===== src/rtl/lsu_amo.sv =====
// Load/store/atomic sequencer between the memory-stage request and the RAM data port.
// Handles byte extraction and extension, AMO read-modify-write and the LR/SC reservation.
module lsu_amo (
    input  logic        clk,
    input  logic        reset,
    input  logic        req_valid,
    output logic        req_ready,
    input  logic [3:0]  req_op,
    input  logic [1:0]  req_size,
    input  logic        req_unsigned,
    input  logic [63:0] req_addr,
    input  logic [63:0] req_wdata,
    output logic        rsp_valid,
    input  logic        rsp_ready,
    output logic [63:0] rsp_data,
    output logic [1:0]  rsp_exc,
    output logic [63:0] mem_addr,
    output logic [63:0] mem_data,
    output logic [1:0]  mem_memo,
    output logic [7:0]  mem_mask,
    input  logic [63:0] mem_resp,
    input  logic        mem_exc,
    output logic [1:0]  dbg_state
);

    localparam logic [3:0] OP_LOAD  = 4'd0;
    localparam logic [3:0] OP_STORE = 4'd1;
    localparam logic [3:0] OP_LR    = 4'd2;
    localparam logic [3:0] OP_SC    = 4'd3;
    localparam logic [3:0] OP_SWAP  = 4'd4;
    localparam logic [3:0] OP_ADD   = 4'd5;
    localparam logic [3:0] OP_XOR   = 4'd6;
    localparam logic [3:0] OP_AND   = 4'd7;
    localparam logic [3:0] OP_OR    = 4'd8;
    localparam logic [3:0] OP_MIN   = 4'd9;
    localparam logic [3:0] OP_MAX   = 4'd10;
    localparam logic [3:0] OP_MINU  = 4'd11;
    localparam logic [3:0] OP_MAXU  = 4'd12;

    localparam logic [1:0] EXC_NONE  = 2'd0;
    localparam logic [1:0] EXC_ALIGN = 2'd1;
    localparam logic [1:0] EXC_FAULT = 2'd2;
    localparam logic [1:0] EXC_ILL   = 2'd3;

    typedef enum logic [1:0] {S_IDLE, S_ACC, S_WR, S_RESP} state_t;

    state_t      state_q;
    logic [3:0]  op_q;
    logic [1:0]  size_q;
    logic        uns_q;
    logic [63:0] addr_q;
    logic [63:0] wdata_q;
    logic [63:0] old_q;
    logic [63:0] rsp_data_q;
    logic [1:0]  rsp_exc_q;
    logic        resv_valid_q;
    logic [63:0] resv_addr_q;
    logic [1:0]  resv_size_q;

    function automatic logic [63:0] extend(input logic [63:0] d, input logic [1:0] size,
                                           input logic sgn);
        case (size)
            2'd0:    extend = {{56{sgn & d[7]}}, d[7:0]};
            2'd1:    extend = {{48{sgn & d[15]}}, d[15:0]};
            2'd2:    extend = {{32{sgn & d[31]}}, d[31:0]};
            default: extend = d;
        endcase
    endfunction

    // Word operands are widened first so a single 64-bit compare serves both widths.
    function automatic logic [63:0] amo_calc(input logic [3:0] op, input logic is_w,
                                             input logic [63:0] a, input logic [63:0] b);
        logic [63:0] sa, sb, za, zb, r;
        sa = is_w ? {{32{a[31]}}, a[31:0]} : a;
        sb = is_w ? {{32{b[31]}}, b[31:0]} : b;
        za = is_w ? {32'd0, a[31:0]} : a;
        zb = is_w ? {32'd0, b[31:0]} : b;
        case (op)
            OP_ADD:  r = a + b;
            OP_XOR:  r = a ^ b;
            OP_AND:  r = a & b;
            OP_OR:   r = a | b;
            OP_MIN:  r = ($signed(sa) < $signed(sb)) ? a : b;
            OP_MAX:  r = ($signed(sa) > $signed(sb)) ? a : b;
            OP_MINU: r = (za < zb) ? a : b;
            OP_MAXU: r = (za > zb) ? a : b;
            default: r = b;
        endcase
        amo_calc = r;
    endfunction

    logic [7:0]  size_mask;
    logic [63:0] load_val;
    logic [63:0] amo_val;
    logic        sc_hit;
    logic        resv_clash;
    logic        req_amo_like;
    logic        req_misaligned;

    always_comb begin
        case (size_q)
            2'd0:    size_mask = 8'h01;
            2'd1:    size_mask = 8'h03;
            2'd2:    size_mask = 8'h0F;
            default: size_mask = 8'hFF;
        endcase
    end

    assign load_val       = extend(mem_resp, size_q, !(op_q == OP_LOAD && uns_q));
    assign amo_val        = amo_calc(op_q, (size_q == 2'd2), old_q, wdata_q);
    assign sc_hit         = resv_valid_q && (addr_q == resv_addr_q) && (size_q == resv_size_q);
    assign resv_clash     = resv_valid_q && (addr_q[63:3] == resv_addr_q[63:3]);
    assign req_amo_like   = (req_op >= OP_LR);
    assign req_misaligned = req_size[0] ? (req_addr[2:0] != 3'd0) : (req_addr[1:0] != 2'd0);

    always_comb begin
        mem_addr = 64'd0;
        mem_data = 64'd0;
        mem_memo = 2'b00;
        mem_mask = 8'h00;
        case (state_q)
            S_ACC: begin
                mem_addr = addr_q;
                if (!mem_exc && (op_q == OP_STORE || (op_q == OP_SC && sc_hit))) begin
                    mem_memo = 2'b01;
                    mem_mask = size_mask;
                    mem_data = wdata_q;
                end
            end
            S_WR: begin
                mem_addr = addr_q;
                mem_memo = 2'b01;
                mem_mask = size_mask;
                mem_data = amo_val;
            end
            default: ;
        endcase
        // No write may reach the RAM while reset is held, even mid-sequence.
        if (!reset) mem_memo = 2'b00;
    end

    always_ff @(posedge clk or negedge reset) begin
        if (!reset) begin
            state_q      <= S_IDLE;
            op_q         <= 4'd0;
            size_q       <= 2'd0;
            uns_q        <= 1'b0;
            addr_q       <= 64'd0;
            wdata_q      <= 64'd0;
            old_q        <= 64'd0;
            rsp_data_q   <= 64'd0;
            rsp_exc_q    <= EXC_NONE;
            resv_valid_q <= 1'b0;
            resv_addr_q  <= 64'd0;
            resv_size_q  <= 2'd0;
        end else begin
            case (state_q)
                S_IDLE: begin
                    if (req_valid) begin
                        op_q       <= req_op;
                        size_q     <= req_size;
                        uns_q      <= req_unsigned;
                        addr_q     <= req_addr;
                        wdata_q    <= req_wdata;
                        rsp_data_q <= 64'd0;
                        rsp_exc_q  <= EXC_NONE;
                        if (req_op > OP_MAXU) begin
                            rsp_exc_q <= EXC_ILL;
                            state_q   <= S_RESP;
                        end else if (req_amo_like && !req_size[1]) begin
                            rsp_exc_q <= EXC_ILL;
                            state_q   <= S_RESP;
                            if (req_op == OP_SC) resv_valid_q <= 1'b0;
                        end else if (req_amo_like && req_misaligned) begin
                            rsp_exc_q <= EXC_ALIGN;
                            state_q   <= S_RESP;
                            if (req_op == OP_SC) resv_valid_q <= 1'b0;
                        end else begin
                            state_q <= S_ACC;
                        end
                    end
                end
                S_ACC: begin
                    if (mem_exc) begin
                        rsp_exc_q  <= EXC_FAULT;
                        rsp_data_q <= 64'd0;
                        state_q    <= S_RESP;
                    end else begin
                        case (op_q)
                            OP_LOAD: begin
                                rsp_data_q <= load_val;
                                state_q    <= S_RESP;
                            end
                            OP_LR: begin
                                rsp_data_q   <= load_val;
                                resv_valid_q <= 1'b1;
                                resv_addr_q  <= addr_q;
                                resv_size_q  <= size_q;
                                state_q      <= S_RESP;
                            end
                            OP_STORE: begin
                                if (resv_clash) resv_valid_q <= 1'b0;
                                state_q <= S_RESP;
                            end
                            OP_SC: begin
                                rsp_data_q   <= {63'd0, !sc_hit};
                                resv_valid_q <= 1'b0;
                                state_q      <= S_RESP;
                            end
                            default: begin
                                old_q      <= load_val;
                                rsp_data_q <= load_val;
                                state_q    <= S_WR;
                            end
                        endcase
                    end
                end
                S_WR: begin
                    if (resv_clash) resv_valid_q <= 1'b0;
                    state_q <= S_RESP;
                end
                S_RESP: begin
                    if (rsp_ready) state_q <= S_IDLE;
                end
                default: state_q <= S_IDLE;
            endcase
        end
    end

    assign req_ready = (state_q == S_IDLE);
    assign rsp_valid = (state_q == S_RESP);
    assign rsp_data  = rsp_data_q;
    assign rsp_exc   = rsp_exc_q;
    assign dbg_state = state_q;

endmodule

===== config.mk =====
export PLATFORM = sky130hd
export DESIGN_NAME = lsu_amo
export DESIGN_NICKNAME = d
export VERILOG_FILES = /design/src/rtl/lsu_amo.sv
export SDC_FILE = /design/constraint.sdc
export NUM_CORES = 1
export LEC_CHECK = 0
export CAP_MARGIN = 0
export CORE_MARGIN = 4
export CORE_UTILIZATION = 60
export CTS_CLUSTER_DIAMETER = 80
export CTS_CLUSTER_SIZE = 40
export DETAILED_ROUTE_END_ITERATION = 12
export PLACE_DENSITY = 0.95
export SLEW_MARGIN = 20
export SYNTH_ARGS = -nofsm -noshare
export SYNTH_HDL_FRONTEND = slang
export SYNTH_SLANG_ARGS = --single-unit

===== constraint.sdc =====
create_clock -name clk -period 11.92 [get_ports clk]
set_clock_uncertainty 0.2 [all_clocks]
set_input_delay 3.576 -clock clk [delete_from_list [all_inputs] [get_ports clk]]
set_output_delay 3.576 -clock clk [all_outputs]
set_load 0.02 [all_outputs]

=== Yosys cells after proc, flatten, opt, wreduce, memory -nomap -nowiden ===
Cells that the tools add are included.

* Register bits after elaboration: 334
* Input bits: 204
* Output and inout port bits: 208
* Logic and storage cells: 131

* Add/sub/neg operators: 1
* Magnitude comparators: 6
* Eq/ne operators: 28
* Muxes and demuxes: 47
* Bitwise logic cells: 8
* Reduce and logical (&&, ||, !) cells: 29

{| class="wikitable"
|+ Operator list
! kind !! count
|-
| 64-bit two-way mux || 12
|-
| 64-bit one-hot mux with 8 select lines || 1
|-
| 64-bit one-hot mux with 2 select lines || 3
|-
| 64-bit one-hot mux with 3 select lines || 1
|-
| 64-bit greater-than comparator || 2
|-
| 64-bit less-than comparator || 2
|-
| 64-bit adder || 1
|-
| 64-bit AND || 1
|-
| 64-bit == test || 1
|-
| 64-bit bitwise OR || 1
|-
| 64-bit XOR || 1
|-
| 61-bit == test || 1
|-
| 8-bit one-hot mux with 3 select lines || 1
|-
| 4-bit == test, second input constant || 5
|-
| 2-bit two-way mux || 10
|-
| 8-bit one-hot mux with 2 select lines || 1
|-
| 4-bit by 2-bit == test with 1-bit output, second input constant || 3
|-
| 4-bit by 3-bit == test with 1-bit output, second input constant || 3
|-
| 1-bit two-way mux || 12
|-
| 3-bit AND reduction || 4
|-
| 1-bit logical AND || 8
|-
| 8-bit two-way mux || 1
|-
| 2-bit inequality test, second input constant || 4
|-
| 2-bit one-hot mux with 4 select lines || 1
|-
| other kinds (25) || 39
|}

=== Longest topological paths before layout ===
Gate-level depths: netlist (run 1).

* Depth after elaboration: 9
* Depth in mapped cells: 21
* Gate-level depth less buffers: 15

=== Least setup slack after synthesis (run 1) ===
No wires, ideal clock.

* Kind: input to output
* From: input port mem_exc
* To: output port mem_mask[5]
* Data arrival time: 5.139 ns
* Required time: 8.144 ns
* Slack: 3.005 ns
* Stages: 8
* Buffers on the path: 2
* Cells stage by stage: nand2b_1 -> a21oi_2 -> and2_1 -> buf_2 -> nor2_1 -> inv_1 -> and2_1 -> buf_4

* Longest elaborated chain between the ends: 4

{| class="wikitable"
|+ RTL lines
! what !! line !! RTL
|-
| start: declaration || 22 || <nowiki>input logic mem_exc,</nowiki>
|-
| 1-bit logical NOT || 124 || <nowiki>if (!mem_exc && (op_q == OP_STORE || (op_q == OP_SC && sc_hit))) begin</nowiki>
|-
| 1-bit logical AND || 124 ||
|-
| 8-bit two-way mux || 124 ||
|-
| 8-bit one-hot mux with 2 select lines || 121 || <nowiki>case (state_q)</nowiki>
|-
| end: declaration || 20 || <nowiki>output logic [7:0] mem_mask,</nowiki>
|}

Every way passes these cells.

=== Worst setup path after layout (run 1) ===
* From: register size_q[0]
* To: output port mem_data[45]

* Longest elaborated chain between the ends: 7
* Elaborated cells between the ends (all ways): 21
* Those cells by class: order compare: 4; eq/ne: 2; mux: 11; reduce/logical: 4

{| class="wikitable"
|+ RTL lines
! what !! line !! RTL
|-
| start: declaration || 49 || <nowiki>logic [1:0] size_q;</nowiki>
|-
| start signal: assignment || 161 || <nowiki>size_q <= req_size;</nowiki>
|-
| parallel branches: the longest is 6 deep, another holds 64-bit greater-than comparator || - ||
|-
| 64-bit one-hot mux with 2 select lines * || 121 ||
|-
| end: declaration || 18 || <nowiki>output logic [63:0] mem_data,</nowiki>
|}

Mark *: on every way between the ends.

==> flow_summary.yaml, run 1 <==
floorplanning:
  design.die.area_um2: 45900
  top_level_ports: 412
  floorplan.die.height_um: 214
  dieWidth_um: 214
  initial_core_util_pct: 60.7
  floorplan.core_area_um2: 42000
  std_cell_rows: 75
route:
  drt_pre_antenna_iters: 12
  detail_route.drc_violations: 0
  detailedRoute.firstIterationViolations: 3287
  vias: 25300
  routed_wl_um: 95200
  ant_nets: 0
  routedWlPerCell_um: 25.1
  vias_per_cell: 6.67
grt:
  groute.usage.overall_pct: 39.6
  grt_max_degree: 97
  grt_antenna_before_repair: 3
  grt_first_pass_wirelength_um: 146000
  globalRoute.totalOverflow: 0
  grt_pass1_vias: 25200
clock_tree:
  worst_setup_hold_path_clk_slew_ps: 140
  cts.repair.resized: 0
  cts_max_path_buffers: 3
  htree_num_levels: 1
  postCtsHoldBufs: 0
  clock-sinks: 334
  worstSkewPairLatency_ps: 590
  cts_setup_buffers: 0
  cts_made_buffers: 19
  cts_tree: "built"
  clock-root-buffer: "clkbuf_16"
sta:
  timing_worst_slew_pin_value_ps: 1020
  slew_viol_final: 0
  timing.final.hold_violations: 0
  fin_crit_sh_pct: 92.7
  maxClockFrequency_mhz: 90.5
  final.min_clock_period_ps: 11050
  final-setup-viol-count: 0
  grt_setup_unrepaired: "no"
  fin_setup_tns_ps: 0
  max_slew_margin_pct: 31.3
worst_setup_path:
  cpLargestDelayFamily: "simple AND/OR/NAND/NOR gates"
  crit_buf_inv: 2
  end_kind: "primary output"
  cp_data_arrival_time_ps: 7280
  crit_required_ps: 8140
  slowest_stage: "clkdlybuf4s50_1"
  worstPathCellList: "nand2b_2, or2_2, nand2b_1, ha_1, nand4_2, nor4_4, nand3_2, or2_1, o22ai_1, nor2_2, a211oi_2, a211o_1, buf_4, a221o_1, a21oi_1, nor3_1, clkdlybuf4s50_1"
  worst_setup_path_start_kind: "register"
  worstSetupPathType: "register to primary output"
  critical-path-max-stage-delay_ps: 720
  worstPathMaxFanout: 32
synth:
  syn_inst_count: 2962
  yosys_register_bits: 334
  yosys-top-cells-count: "dfrtp_1, nand2_1, a21oi_1"
  synthFlopType: "dfrtp_1"
  synth_edf_count: 0
  syn_nets: 3395
  count_of_warnings_emitted_by_yosys: 0
  synth.yosys.seq_area_share_pct: 32.7
  post_synth.cell_area_avg_um2: 8.62
  syn-cell-area_um2: 25500
  ys_async_sr_fraction_pct: 100
  cell_with_the_most_instances_after_synthesis: "dfrtp_1"
  yosys-top-cells-area: "dfrtp_1, ha_1, mux2_2"
  post_synth_num_cell_types: 80
  netlist.top_cell.by_area: "dfrtp_1"
  post-synth-top-area-fraction_pct: 32.7
layout:
  final-instance-count-excl-fill: 3793
  nets: 3673
  layout_cell_share_with_drive_strength_beyond_1_pct: 10.2
  syn_to_final_growth_pct: 20.5
  layout.filler_cells: 2993
placement:
  portBuffers: 410
  place.gp.congestion: 0.987
  hpwlAfterDp_um: 68900
  dp_cells: 3757
outcome:
  status: "finished clean"
job:
  maxcap_violations: 0
worst_hold_path:
  min_path_type: "register to register"
[sequential cells by signal, indices dropped and copies added, names as in the netlist]
signal and cells:
uns_q 1, op_q 4, rsp_data 64, addr_q 64, wdata_q 64, old_q 64, resv_size_q 2, resv_valid_q 1
rsp_exc 2, dbg_state 2, resv_addr_q 64, size_q 2
[layer usage]
metal	vias up	wire length [um]	track usage, %
met4	4	6130	20.7
li1	11100	-	-
met5	-	22	0
met2	1554	44300	65.6
met3	355	9000	8.13
met1	12300	35700	49.0
[logic make-up after synthesis]
family                     after synthesis  synth area share [%]
adders and majority gates              229                  11.3
xor gates and xnor gates               103                  3.53
muxes                                  203                  8.94
AOI/OAI and AO/OA                      924                  22.9
buffers and inverters                  376                  5.79
and+or+nand+nor                        792                  14.8
other                                    1                0.0147
DFF                                    334                  32.7
[through the flow]
| step | hold slack (ps) | worst slack [ps] | util, % | area, um^2 |
|---|---|---|---|---|
| 2_1_floorplan | 270 | 3010 | - | 25500 |
| 3_3_place_gp | 261 | 1620 | 71.3 | 30000 |
| 3_5_place_dp | 270 | 1480 | 71.3 | 30000 |
| 4_1_cts | 294 | 1100 | 73.1 | 30700 |
| 5_1_grt | 329 | 590 | 73.2 | 30800 |
| 6_report | 292 | 866 | 73.2 | 30800 |
[path summary, 6_finish.rpt]
path                           endpoint    startpoint  depth (start not counted)  slack [ps]
setup / recovery           mem_data[45]     size_q[0]                         17         870
hold / removal             rsp_data[30]  rsp_data[30]                          2         290
setup reg to reg            rsp_data[7]  dbg_state[0]                          9        8510
hold reg to reg            rsp_data[30]  rsp_data[30]                          2         290
max in group asynchronous    wdata_q[2]         reset                          3        6860
min in group asynchronous     old_q[10]         reset                          1        2760
[placed cells by master, fill, tap and decap left out, drive strengths merged, types with 18 or more instances in the layout]
cell	count
a21o	47
a21oi	308
a221o	18
a221oi	57
a22oi	37
a31oi	29
and2	99
and3	22
buf	49
clkbuf	19
clkdlybuf4s50	409
dfrtp	334
ha	228
inv	180
mux2	201
nand2	326
nand2b	37
nand3	29
nand4	44
nor2	152
nor3	28
nor4	21
o211ai	40
o21a	18
o21ai	224
o21bai	21
xnor2	64
xor2	39
[tightest hold or removal path: stages (launching register included)]
cell,delay (ps)
dfrtp_1,360
nand2_1,40
o21ai_0,60
[final cells by class]
cell class	count	area, um^2	area share, %
well taps	539	674	2.19
multi-input cells	2252	15800	51.3
repair buffers	458	4520	14.7
flip-flops and latches	334	8360	27.2
inverters	175	657	2.13
clock inverters	15	299	0.972
diodes	1	2.50	0.00813
clock buffers	19	475	1.54
Power of run 1 is not shown: default switching activity piles up to over one toggle a cycle in this logic, so the estimate is an artifact.
==> run 2, diff against run 1 <==
Settings changed: PLACE_DENSITY 0.95 to 0.88.
==> flow_summary.yaml, run 2 (synthesized netlist as in run 1, its figures left out) <==
job:
  maxcap_violations: 0
clock_tree:
  cts.repair.resized: 0
  htree_num_levels: 1
  worst_setup_hold_path_clk_slew_ps: 100
  postCtsHoldBufs: 0
  cts_setup_buffers: 0
  cts_tree: "built"
  clock-sinks: 334
  clock-root-buffer: "clkbuf_16"
  cts_max_path_buffers: 3
  worstSkewPairLatency_ps: 590
  cts_made_buffers: 19
floorplanning:
  floorplan.core_area_um2: 42000
  floorplan.die.height_um: 214
  design.die.area_um2: 45900
  std_cell_rows: 75
  dieWidth_um: 214
  initial_core_util_pct: 60.7
  top_level_ports: 412
sta:
  timing.final.ws_setup_ps: 847
  grt_setup_unrepaired: "no"
  final-setup-viol-count: 0
  max_slew_margin_pct: 28.2
  fin_setup_tns_ps: 0
  timing.final.hold_violations: 0
  final.min_clock_period_ps: 11070
  timing_worst_slew_pin_value_ps: 1080
  slew_viol_final: 0
  fin_crit_sh_pct: 92.9
  maxClockFrequency_mhz: 90.3
route:
  vias_per_cell: 6.64
  vias: 25200
  met3RoutedLength_um: 9210
  routedWlPerCell_um: 25.2
  detail_route.drc_violations: 0
  dr.max_layer_used: "met5"
  detailedRoute.firstIterationViolations: 2421
  met1_length_um: 35900
  drt_pre_antenna_iters: 9
  ant_nets: 0
  routed_wl_um: 95400
  route.met2.wl_um: 44400
worst_setup_path:
  end_kind: "primary output"
  rr_endpoint: "rsp_data[14]"
  reg2reg_slack_ps: 8130
  reg2reg_from: "op_q[3]"
  critical-path-max-stage-delay_ps: 790
  critical_path.endpoint: "mem_data[45]"
  worst_r2r_path_depth: 6
  startpoint: "size_q[0]"
  worstPathMaxFanout: 94
  worst_setup_path_start_kind: "register"
  worstPathCellList: "nand2b_2, buf_4, and2_1, ha_1, a21oi_1, o21ai_0, a221oi_1, o22ai_1, a211o_2, or4_1, nand3_1, a211o_2, buf_12, a221o_1, a21oi_1, nor3_1, clkdlybuf4s50_1"
  crit_required_ps: 8140
  worstSetupPathType: "register to primary output"
  slowest_stage: "a211o_2"
  cp_data_arrival_time_ps: 7300
placement:
  pre_cts_ws_ps: 1320
  hpwlAfterDp_um: 68800
  place.gp.congestion: 1.01
  portBuffers: 410
grt:
  globalRoute.totalOverflow: 0
  groute.usage.overall_pct: 39.7
  grt_pass1_vias: 25300
  grt_antenna_before_repair: 1
  grt_first_pass_wirelength_um: 147000
  grt_max_degree: 186
layout:
  nets: 3670
  layout_cell_share_with_drive_strength_beyond_1_pct: 10.2
  layout_commonest_cell: "clkdlybuf4s50_1"
  syn_to_final_growth_pct: 20.5
  most-common-layout-cells: "clkdlybuf4s50_1, dfrtp_1, nand2_1"
outcome:
  status: "finished clean"
worst_hold_path:
  min_path_type: "register to register"
  min_path_cells: 2
-- run 2: worst min path at each step --
stage                         startpoint              to  slack (ps)
after floorplan           resv_size_q[1]  resv_size_q[1]         270
after global placement      rsp_data[28]    rsp_data[28]         260
after detailed placement    rsp_data[31]    rsp_data[31]         270
after CTS                   rsp_data[15]    rsp_data[15]         290
after global routing        rsp_data[20]    rsp_data[20]         310
final                       rsp_data[21]    rsp_data[21]         290
-- run 2: stage by stage --
stage | hold WS (ps) | instance area (um^2) | cells | util, %
2_1_floorplan | 270 | 25500 | 2962 | -
3_3_place_gp | 262 | 30000 | 3755 | 71.2
3_5_place_dp | 270 | 30000 | 3755 | 71.3
4_1_cts | 292 | 30800 | 3789 | 73.2
5_1_grt | 315 | 30800 | 3789 | 73.2
6_report | 290 | 30800 | 3790 | 73.2
-- run 2: layer usage --
metal	global-route usage [%]	vias up
met5	0	-
met4	20.1	2
met3	8.88	365
met2	65.1	1502
met1	49.6	12200
li1	-	11100
-- run 2: critical path: cells and delay by family (launching register included) --
family	cells	cell delay [ps]
compound gates	8	2440
simple gates	5	1740
buf+inv	3	1670
flops	1	540
fa+ha+maj	1	250
-- run 2: area by class of cell --
| class | instances | area, um^2 |
|---|---|---|
| Timing Repair Buffer | 455 | 4490 |
| Multi-Input combinational cell | 2252 | 15800 |
| Clock inverter | 15 | 325 |
| Tap cell | 539 | 674 |
| Fill cell | 2984 | 11300 |
| Sequential cell | 334 | 8360 |
| Inverter | 175 | 657 |
| Clock buffer | 19 | 475 |
| Antenna cell | 1 | 2.50 |
Power of run 2 is left out for the same reason.
